**src/rtl/keypad_divider_seq.sv**
```systemverilog
// Keypad operand entry (NIB hex nibbles per operand, MSB first) followed by a restoring divider
// that produces one quotient bit per clock. Optional build macro: KEY_EDGE_DETECT_EN.
module keypad_divider_seq #(
  parameter int unsigned NIB = 2
) (
  input  logic                 clk,
  input  logic                 rst,
  input  logic                 key_valid,
  input  logic [3:0]           key_hex,
  input  logic                 clear,
  output logic [1:0]           phase,
  output logic [4*NIB-1:0]     a_val,
  output logic [4*NIB-1:0]     b_val,
  output logic                 busy,
  output logic                 done,
  output logic [4*NIB-1:0]     quotient,
  output logic [4*NIB-1:0]     remainder,
  output logic                 div_zero
);

  localparam int unsigned W  = 4 * NIB;
  localparam int unsigned CW = (NIB > 1) ? $clog2(NIB) : 1;
  localparam int unsigned IW = $clog2(W);

  localparam logic [1:0] ENTRY_A = 2'd0;
  localparam logic [1:0] ENTRY_B = 2'd1;
  localparam logic [1:0] DIVIDE  = 2'd2;
  localparam logic [1:0] RESULT  = 2'd3;

  logic          key_stb;
  logic [3:0]    key_dat;

`ifdef KEY_EDGE_DETECT_EN
  // A key counts once when key_hex differs from the previous clock; history survives clear.
  logic [3:0] last_hex;
  logic       stb_r;
  logic       unused_key_valid;

  assign unused_key_valid = key_valid;

  always_ff @(posedge clk) begin
    if (rst) begin
      last_hex <= 4'hF;
      stb_r    <= 1'b0;
    end else begin
      last_hex <= key_hex;
      stb_r    <= (key_hex != last_hex);
    end
  end

  assign key_stb = stb_r;
  assign key_dat = last_hex;
`else
  assign key_stb = key_valid;
  assign key_dat = key_hex;
`endif

  logic [1:0]    phase_d;
  logic [W-1:0]  a_d, b_d, quo_out_d, rem_out_d;
  logic          busy_d, done_d, dz_d;
  logic [CW-1:0] cnt, cnt_d;
  logic [IW-1:0] iter, iter_d;
  logic [W-1:0]  rem_r, rem_d;
  logic [W-1:0]  quo_r, quo_d;

  // Restoring step datapath: shifted partial remainder is W+1 bits wide.
  logic [IW-1:0] a_idx;
  logic [W:0]    step_r, diff;
  logic          ge;
  logic [W-1:0]  step_n;

  assign a_idx  = IW'(W - 1) - iter;
  assign step_r = {rem_r, a_val[a_idx]};
  assign diff   = step_r - {1'b0, b_val};
  assign ge     = ~diff[W];
  assign step_n = ge ? diff[W-1:0] : step_r[W-1:0];

  always_ff @(posedge clk) begin
    if (rst) begin
      phase     <= ENTRY_A;
      a_val     <= '0;
      b_val     <= '0;
      busy      <= 1'b0;
      done      <= 1'b0;
      quotient  <= '0;
      remainder <= '0;
      div_zero  <= 1'b0;
      cnt       <= '0;
      iter      <= '0;
      rem_r     <= '0;
      quo_r     <= '0;
    end else begin
      phase     <= phase_d;
      a_val     <= a_d;
      b_val     <= b_d;
      busy      <= busy_d;
      done      <= done_d;
      quotient  <= quo_out_d;
      remainder <= rem_out_d;
      div_zero  <= dz_d;
      cnt       <= cnt_d;
      iter      <= iter_d;
      rem_r     <= rem_d;
      quo_r     <= quo_d;
    end
  end

  always_comb begin
    phase_d   = phase;
    a_d       = a_val;
    b_d       = b_val;
    busy_d    = busy;
    done_d    = 1'b0;
    quo_out_d = quotient;
    rem_out_d = remainder;
    dz_d      = div_zero;
    cnt_d     = cnt;
    iter_d    = iter;
    rem_d     = rem_r;
    quo_d     = quo_r;

    if (clear) begin
      phase_d   = ENTRY_A;
      a_d       = '0;
      b_d       = '0;
      busy_d    = 1'b0;
      quo_out_d = '0;
      rem_out_d = '0;
      dz_d      = 1'b0;
      cnt_d     = '0;
      iter_d    = '0;
      rem_d     = '0;
      quo_d     = '0;
    end else begin
      case (phase)
        ENTRY_A, ENTRY_B: begin
          if (key_stb) begin
            if (phase == ENTRY_A) a_d = W'({a_val, key_dat});
            else                  b_d = W'({b_val, key_dat});
            if (cnt == CW'(NIB - 1)) begin
              cnt_d = '0;
              if (phase == ENTRY_A) begin
                phase_d = ENTRY_B;
              end else begin
                phase_d = DIVIDE;
                busy_d  = 1'b1;
                iter_d  = '0;
                rem_d   = '0;
                quo_d   = '0;
              end
            end else begin
              cnt_d = cnt + CW'(1);
            end
          end
        end
        DIVIDE: begin
          if (iter == '0 && b_val == '0) begin
            phase_d   = RESULT;
            busy_d    = 1'b0;
            done_d    = 1'b1;
            quo_out_d = '0;
            rem_out_d = a_val;
            dz_d      = 1'b1;
          end else begin
            rem_d  = step_n;
            quo_d  = W'({quo_r, ge});
            iter_d = iter + IW'(1);
            if (iter == IW'(W - 1)) begin
              phase_d   = RESULT;
              busy_d    = 1'b0;
              done_d    = 1'b1;
              quo_out_d = W'({quo_r, ge});
              rem_out_d = step_n;
              dz_d      = 1'b0;
            end
          end
        end
        default: begin
          // RESULT: a key opens a fresh entry with that key as the first A nibble.
          if (key_stb) begin
            a_d  = W'(key_dat);
            b_d  = '0;
            dz_d = 1'b0;
            if (NIB == 1) begin
              phase_d = ENTRY_B;
              cnt_d   = '0;
            end else begin
              phase_d = ENTRY_A;
              cnt_d   = CW'(1);
            end
          end
        end
      endcase
    end
  end

endmodule

```
**config.mk**
```make
export PLATFORM = sky130hd
export DESIGN_NAME = keypad_divider_seq
export DESIGN_NICKNAME = d
export VERILOG_FILES = /design/src/rtl/keypad_divider_seq.sv
export SDC_FILE = /design/constraint.sdc
export NUM_CORES = 1
export LEC_CHECK = 0
export ABC_AREA = 1
export ABC_CLOCK_PERIOD_IN_PS = 3200
export CAP_MARGIN = 5
export CORE_ASPECT_RATIO = 1.4
export CORE_UTILIZATION = 30
export DETAILED_ROUTE_END_ITERATION = 8
export PLACE_DENSITY = 0.52
export SLEW_MARGIN = 20
export SYNTH_ARGS = -nofsm -noshare
export SYNTH_HDL_FRONTEND = slang
export SYNTH_SLANG_ARGS = --single-unit
```
**constraint.sdc**
```tcl
create_clock -name clk -period 3.2 [get_ports clk]
set_clock_uncertainty 0.05 [all_clocks]
set_input_delay 0.64 -clock clk [delete_from_list [all_inputs] [get_ports clk]]
set_output_delay 0.64 -clock clk [all_outputs]
set_load 0.005 [all_outputs]
```
==> metrics.cfg <==
[layout]
drive_gt1_share_pct=7.69
nets=464
final_common_cell=nand2_1
final_cell_area_um2=3610
area_growth_pct=23.9
final_util_pct=38.1
n_antenna_cell=0
mostFrequentLayoutCells=93 x nand2_1, 56 x a21oi_1, 56 x dfxtp_1

[clock_tree]
cts_resized=0
cts_tree=done
ctsHoldBuffers=0
clk_pin_slew_ns=0.07
clk_path_buf_depth=2
clkSinkCount=56
cts_root_buffer=clkbuf_16
clk_latency_ns=0.29
cts_setup_buffers=0
cts_buffers=5
cts.htree.levels=2

[synthesis]
yosysTopAreaCellShare_pct=38.5
synth_area_per_cell_um2=7.33
synth_top_family_by_area=simple AND/OR/NAND/NOR gates
synth_nets=420
netlist-cell-type-count=32
synthCells=397
netlist_area_um2=2910
synthMuxAreaShare_pct=0
synthTopCellsByArea=dfxtp_1 39%, nand2_1 12%, a21oi_1 9.6%, ha_1 6.0%, nand3_1 5.2%
synth_xor_area_share_pct=0.903
synthSimpleGateAreaFrac_pct=27.3
synth-compound-area-share_pct=18.4
synthAdderAreaFrac_pct=6.71
yosys_warnings=0
synth-seq-cells=56
yosysTopAreaCell=dfxtp_1
ys_seq_area_share_pct=38.5

[floorplanning]
rows=42
coreArea_um2=9460
die_h_um=119
ioPinCount=45
initial_core_util_pct=30.8
die_w_um=85.2
die-area_um2=10100

[timing]
clock.fmax_mhz=379
finalSetupTns_ns=0
tightest_slew_ns=0.857
slew-limit-headroom_pct=42.7
finalCritPeriodShare_pct=82.4
timing.final.ws_setup_ns=0.564
rsz0062_at_grt=no
maxSlewViolCount=0
min_period_ns=2.64
hold_viol_final=0
setup_viol=0

[job]
drv_cap=0

[drt]
drtIter0Drc=132
postRouteAntennaNets=0
routed_wl_um=7730
drc=0
vias_per_cell=4.90
vias=2703
wire_per_inst_um=14.0
dr.pass1.iters=4

[outcome]
status=finished clean

[global_routing]
grt_pass1_wl_um=12800
grt_max_degree=20
grt_usage_pct=16.1
grt_pass1_vias=2574
overflow=0
antenna_found_initial=0

[placement]
hpwl_um=5780
globalplace.congestion=0.808
post_dp_cell_area_um2=3440
pre_cts_ws_ns=0.583
port_buffers=44

[power_and_ir_drop]
irDropWorstVdd_mv=0.338
p_leak_nw=1.38
power.density_nw_per_um2=390

[critical_path]
cp_max_fo=10
r2r_cells=16
endpoint_kind=flip-flop
path_class=flip-flop to flip-flop
critPathArrivalTime_ns=2.82
crit_path_start_kind=flip-flop
crit_required_ns=3.38

[min_path]
holdPathStages=2
min_path_type=flip-flop to flip-flop

==> cells in the mapped netlist, drive strengths merged <==
| cell type | count |
|---|---|
| inv | 39 |
| dfxtp | 56 |
| ha | 14 |
| a31oi | 1 |
| xor2 | 2 |
| buf | 9 |
| nor2 | 34 |
| clkbuf | 3 |
| a211oi | 9 |
| xnor2 | 1 |
| nand3 | 33 |
| or2 | 2 |
| nand4 | 4 |
| fa | 1 |
| o21ai | 21 |
| a21oi | 62 |
| o211ai | 1 |
| nand2 | 96 |
| nor3 | 2 |
| clkinv | 1 |
| nand3b | 6 |
==> layout make-up <==
class	count	area, um2
repair buffers	49	478
well taps	110	138
flip-flops and latches	56	1120
clock buffers	5	125
inverters	40	150
fillers	1008	5850
multi-input cells	289	1550
clock inverters	3	42.5
==> stage by stage <==
stage          hold slack, ns  power (W)  std cells
3_3_place_gp            0.400   0.000796        544
6_report                0.415    0.00141        552
4_1_cts                 0.418    0.00143        552
5_1_grt                 0.435    0.00146        552
2_1_floorplan           0.389   0.000761        397
3_5_place_dp            0.406   0.000796        544
==> kinds of logic (layout without fill, tap and decap cells) <==
family                     count (synthesis)  in the layout
and+or+nand+nor                          177            177
AOI/OAI and AO/OA                         94             94
DFF                                       56             56
buffers and inverters                     52             97
adders and majority gates                 15             15
xor gates and xnor gates                   3              3
==> state kept, by name, indices dropped and copies added, names as in the netlist <==
name,flops
a_val,8
b_val,8
quotient,8
rem_r,8
remainder,8
quo_r,7
iter,3
phase,2
busy,1
cnt,1
div_zero,1
done,1
==> power by group <==
part           total (W)  internal, W  switching, W
combinational  0.0000704    0.0000294     0.0000410
clock           0.000629     0.000368      0.000261
sequential      0.000708     0.000701    0.00000701
total            0.00141      0.00110      0.000309
==> worst max-delay path: stages, from the launching register on <==
cell and delay, ns:
dfxtp_1 0.46, inv_1 0.13, o21ai_0 0.19, nand3_1 0.09
nand2_1 0.11, ha_1 0.15, inv_1 0.06, fa_1 0.41
nand2_1 0.08, nand2_1 0.09, nand3_2 0.12, nand2_2 0.08
nand2_4 0.12, nand2_4 0.10, nand2_1 0.09, nand3_1 0.09
a21oi_1 0.15
==> per-layer routing <==
metal | GRT usage [%] | part of all wire [%]
met1 | 20.3 | 45
met2 | 27.7 | 51
met3 | 2.23 | 2.8
met4 | 5.61 | 1.4
met5 | 0 | 0
==> final timing paths <==
| check | from | to | slack (ns) |
|---|---|---|---|
| hold reg to reg | busy | busy | 0.42 |
| setup / recovery | iter[0] | remainder[3] | 0.56 |
| hold / removal | busy | busy | 0.42 |
| setup reg to reg | iter[0] | remainder[3] | 0.56 |
Power figures use the tool's default switching activity.
